$ cat config.mk
export PLATFORM = sky130hd
export DESIGN_NAME = vcb_mod_cled
export DESIGN_NICKNAME = d
export VERILOG_FILES = /design/src/rtl/vcb_pkg.sv /design/src/rtl/vcb_mod_step.sv /design/src/rtl/vcb_mod_cled.sv
export SDC_FILE = /design/constraint.sdc
export NUM_CORES = 1
export LEC_CHECK = 0
export ABC_AREA = 1
export ABC_CLOCK_PERIOD_IN_PS = 1600
export BUFFER_PORTS_ARGS = -buffer_cell sky130_fd_sc_hd__buf_2
export CAP_MARGIN = 20
export CORE_MARGIN = 4
export CORE_UTILIZATION = 30
export DETAILED_ROUTE_END_ITERATION = 16
export HOLD_SLACK_MARGIN = 0.03
export SLEW_MARGIN = 10
export SYNTH_ARGS = -nofsm -noshare
export SYNTH_HDL_FRONTEND = slang
export SYNTH_SLANG_ARGS = --single-unit
$ cat constraint.sdc
create_clock -name clk -period 1.6 [get_ports clk]
set_input_delay 0.24 -clock clk [delete_from_list [all_inputs] [get_ports clk]]
set_output_delay 0.24 -clock clk [all_outputs]
set_load 0.01 [all_outputs]
$ cat src/rtl/vcb_pkg.sv
// Shared types and constants for the VCB cascadable counter family.
package vcb_pkg;

    typedef enum logic {VCB_RUN, VCB_HOLD} vcb_state_t;

    localparam int unsigned VCB_RST_Q = 0;

endpackage

$ cat src/rtl/vcb_mod_step.sv
// Combinational next-value logic for one programmable-modulus counter step.
module vcb_mod_step #(
    parameter int unsigned WIDTH = 8
) (
    input  logic [WIDTH-1:0] q,
    input  logic             up,
    input  logic             sat,
    input  logic [WIDTH-1:0] mod_max,
    output logic [WIDTH-1:0] q_next,
    output logic             is_tc,
    output logic             is_wrap
);

    always_comb begin
        q_next  = q;
        is_wrap = 1'b0;
        // Counting up, anything at or above mod_max is terminal (covers loads past the modulus).
        is_tc   = up ? (q >= mod_max) : (q == '0);
        if (up) begin
            if (!is_tc) begin
                q_next = q + WIDTH'(1);
            end else if (sat) begin
                q_next = mod_max;
            end else begin
                q_next  = '0;
                is_wrap = 1'b1;
            end
        end else begin
            if (!is_tc) begin
                q_next = q - WIDTH'(1);
            end else if (sat) begin
                q_next = '0;
            end else begin
                q_next  = mod_max;
                is_wrap = 1'b1;
            end
        end
    end

endmodule

$ cat src/rtl/vcb_mod_cled.sv
// Loadable up/down counter with programmable modulus, wrap/saturate, one-shot HOLD and cascade.
// Optional compare-match pulse output when VCB_MATCH_EN is defined.
module vcb_mod_cled
    import vcb_pkg::*;
#(
    parameter int unsigned WIDTH        = 8,
    parameter bit          ONE_SHOT_DEF = 1'b0
) (
    input  logic             clk,
    input  logic             clr,
    input  logic             ce,
    input  logic             up,
    input  logic             l,
    input  logic [WIDTH-1:0] di,
    input  logic [WIDTH-1:0] mod_max,
    input  logic             sat,
    input  logic             one_shot,
    output logic [WIDTH-1:0] q,
    output logic             tc,
    output logic             ceo,
    output logic             wrap,
`ifdef VCB_MATCH_EN
    input  logic [WIDTH-1:0] cmp,
    output logic             match,
`endif
    output logic             done
);

    vcb_state_t       state_q, state_d;
    logic [WIDTH-1:0] q_q, q_d;
    logic             wrap_q, wrap_d;

    logic [WIDTH-1:0] step_q_next;
    logic             step_tc;
    logic             step_wrap;
    logic             step_en;

    // The one_shot port always decides; the default is documentation for integrators only.
    logic unused_one_shot_def;
    assign unused_one_shot_def = ONE_SHOT_DEF;

    vcb_mod_step #(
        .WIDTH (WIDTH)
    ) u_step (
        .q       (q_q),
        .up      (up),
        .sat     (sat),
        .mod_max (mod_max),
        .q_next  (step_q_next),
        .is_tc   (step_tc),
        .is_wrap (step_wrap)
    );

    assign step_en = ce & ~l & (state_q == VCB_RUN);

    always_comb begin
        q_d     = q_q;
        state_d = state_q;
        wrap_d  = 1'b0;
        if (l) begin
            q_d     = di;
            state_d = VCB_RUN;
        end else if (step_en) begin
            q_d    = step_q_next;
            wrap_d = step_wrap;
            if (step_tc && one_shot) begin
                state_d = VCB_HOLD;
            end
        end
    end

    always_ff @(posedge clk or posedge clr) begin
        if (clr) begin
            q_q     <= WIDTH'(VCB_RST_Q);
            state_q <= VCB_RUN;
            wrap_q  <= 1'b0;
        end else begin
            q_q     <= q_d;
            state_q <= state_d;
            wrap_q  <= wrap_d;
        end
    end

`ifdef VCB_MATCH_EN
    logic match_q, match_d;

    // Pulse only on arrival at cmp, not while q sits on it.
    assign match_d = (l | step_en) & (q_d == cmp) & (q_q != cmp);

    always_ff @(posedge clk or posedge clr) begin
        if (clr) begin
            match_q <= 1'b0;
        end else begin
            match_q <= match_d;
        end
    end

    assign match = match_q;
`endif

    assign q    = q_q;
    assign tc   = step_tc;
    assign ceo  = ce & step_tc & (state_q == VCB_RUN);
    assign wrap = wrap_q;
    assign done = (state_q == VCB_HOLD);

endmodule

==> flow_summary.toml <==
[synth]
synth_ff_type = "dfrtp_1"
synth_area_sq_um = 1360
ys_seq_area_share_pct = 18.4
yosys_register_bits = 10
async_flop_share_pct = 100
netlist_instances = 212
synth_edf_count = 0
synth_warnings = 0
syn_nets = 245
synth.distinct_cells = 29
avgSynthCellArea_sq_um = 6.43

[power]
p_seq_share_pct = 19.4
p_comb_share_pct = 60.9
power_frac_clock_pct = 19.7
ir_worst_vdd_mv = 0.435
p_leak_nw = 1.11
switching_share_pct = 41.6
p_switching_mw = 0.714
p_int_mw = 1.00
pwr_density_cell_nw_per_um2 = 802

[timing]
slew_headroom_pct = 68.3
worst_slew_pin_slew_ns = 0.475
period_share_pct = 120
setup_slack_ns = -0.323
hold_viol_final = 0
timing.final.max_slew_violations = 0
finalSetupViolCount = 12
skew_ns = 0.00673
timing.fmax_ghz = 0.520
period_minus_slack_ns = 1.92
rsz0062_at_grt = "yes"
hold_ws_ns = 0.242

[clocking]
clk_pin_slew_ns = 0.06
clk_path_buf_depth = 2
clockRootBuffer = "clkbuf_8"
clk_latency_ns = 0.25
cts_made_buffers = 3
htreeDepth = 1
clock_sink_count = 10
cts_tree = "yes"

[worst_hold_path]
hold_class = "input port to flip-flop"
min_delay_path_depth = 2

[worst_setup_path]
path_class = "flip-flop to output pin"
cp_top_family = "simple AND/OR/NAND/NOR gates"
cp_data_required_time_ns = 1.36
arrival_ns = 1.68
slowest_delay_ns = 0.44
end_kind = "output pin"
reg2regPathDepth = 15
cp_num_cells = 10
crit_path_max_fanout = 7
crit_chain = "ha_4 > nand2_1 > nor2_1 > nor2_1 > nand2_1 > nand2_2 > nand2_4 > nand2_8 > nor2_4 > buf_6"
critPathLaunchType = "flip-flop"
slowest_stage = "dfrtp_2"
crit_buf_inv = 1

[routing]
route.vias.total = 1575
drc_errors = 0
ant_nets = 0
wl_per_cell_um = 13.0
wirelength_mm = 4.42
first_iter_violations = 81
drt-pass1-iter-count = 4
viasPerCell = 4.62

[flow_run]
maxCapViolCount = 0

[placement]
gp_congestion = 0.882
dp_hpwl_mm = 3.37
port_buffers = 34
dp_slack_ns = -0.332

[floorplanning]
rows = 24
initial_utilization_pct = 31.1
coreArea_sq_um = 4380
die_height_um = 75.4
dieArea_sq_um = 5680
ios = 35
die_w_um = 75.4

[layout]
antenna_cells = 0
final_nets = 323
drive_gt1_share_pct = 47.4
area_delta_synth_final_pct = 57.0
layout_common_cells = "nand2_1 (54), buf_4 (41), buf_2 (32)"
final_common_cell = "nand2_1"

[global_route]
grt_pass1_vias = 1542
grt_antenna_before_repair = 0
gr-total-overflow = 0
grt_pass1_wl_mm = 7.19
grt_use_total_pct = 16.8
grt_max_degree = 17

[outcome]
violations = "negative setup slack"
status = "finished with violations"
[routing by layer]
metal | share of wire, % | track usage, % | up-vias
met1 | 47 | 22.4 | 704
met2 | 47 | 28.2 | 38
met4 | 1.4 | 5.24 | 0
met5 | 0 | 0 | -
li1 | - | - | 828
met3 | 4.9 | 1.85 | 5
[through the flow]
step,cells,power (mW),area [sq um],setup TNS [ns],utilization (%)
2_1_floorplan,212,0.877,1390,-1.60,-
3_3_place_gp,328,1.19,1840,-2.41,42.0
3_5_place_dp,328,1.20,1840,-2.65,42.0
4_1_cts,341,1.69,2100,-2.83,47.9
5_1_grt,341,1.85,2140,-3.86,48.8
6_report,341,1.72,2140,-2.66,48.8
[state kept, by name, summed over array words and instances (netlist names)]
signal  cells
done        1
q           8
wrap        1
[power by group through the flow]
stage	logic (mW)	clock network, mW	registers (mW)
floorplan	0.511	0	0.367
detailed placement	0.873	0	0.325
CTS	1.02	0.345	0.330
finish	1.05	0.338	0.332
global route	1.15	0.358	0.338
global placement	0.867	0	0.325
[synth_stat cells (all sizes together) (2+ instances only)]
cell | count | share of area, %
a21oi | 12 | 6.3
buf | 6 | 4.0
dfrtp | 10 | 18
ha | 10 | 9.2
inv | 26 | 7.3
nand2 | 70 | 22
nand3 | 16 | 6.6
nand4 | 3 | 1.4
nor2 | 30 | 10
nor3 | 3 | 1.5
o21ai | 13 | 5.6
xnor2 | 2 | 1.3
xor2 | 8 | 5.1
[final cells by class]
cell class                      instances  area [sq um]
Clock buffer                            4          55.1
Fill cell                             446          2240
Inverter                               26           100
Multi-Input combinational cell        169          1110
Sequential cell                        10           255
Tap cell                               52          65.1
Timing Repair Buffer                   80           554
[worst paths after layout]
kind	start	endpoint	slack, ns
worst min-delay path	sat	wrap	0.24
min in group asynchronous	clr	q[7]	0.54
worst max-delay path	q[1]	ceo	-0.32
worst min register to register	done	done	0.60
worst max register to register	q[1]	q[1]	-0.25
max in group asynchronous	clr	q[0]	0.70
[cell families after synthesis]
group | after synthesis | share of synthesized area (%)
adders and majority gates | 10 | 9.18
buffers and inverters | 33 | 11.7
xor gates and xnor gates | 10 | 6.43
and+or+nand+nor | 123 | 41.9
AOI/OAI and AO/OA | 26 | 12.5
DFF | 10 | 18.4
[repair_timing]
item / 4_1_cts / 5_1_grt
endpoints found under the setup margin: 12 / 12
endpoints found under the hold margin: 10 / 0
hold buffers: 1 / 0
gates resized for setup: 25 / 11
buffers inserted: 8 / 0
pin swaps: 11 / 14
Note: power is estimated with default switching activity, not from simulation.
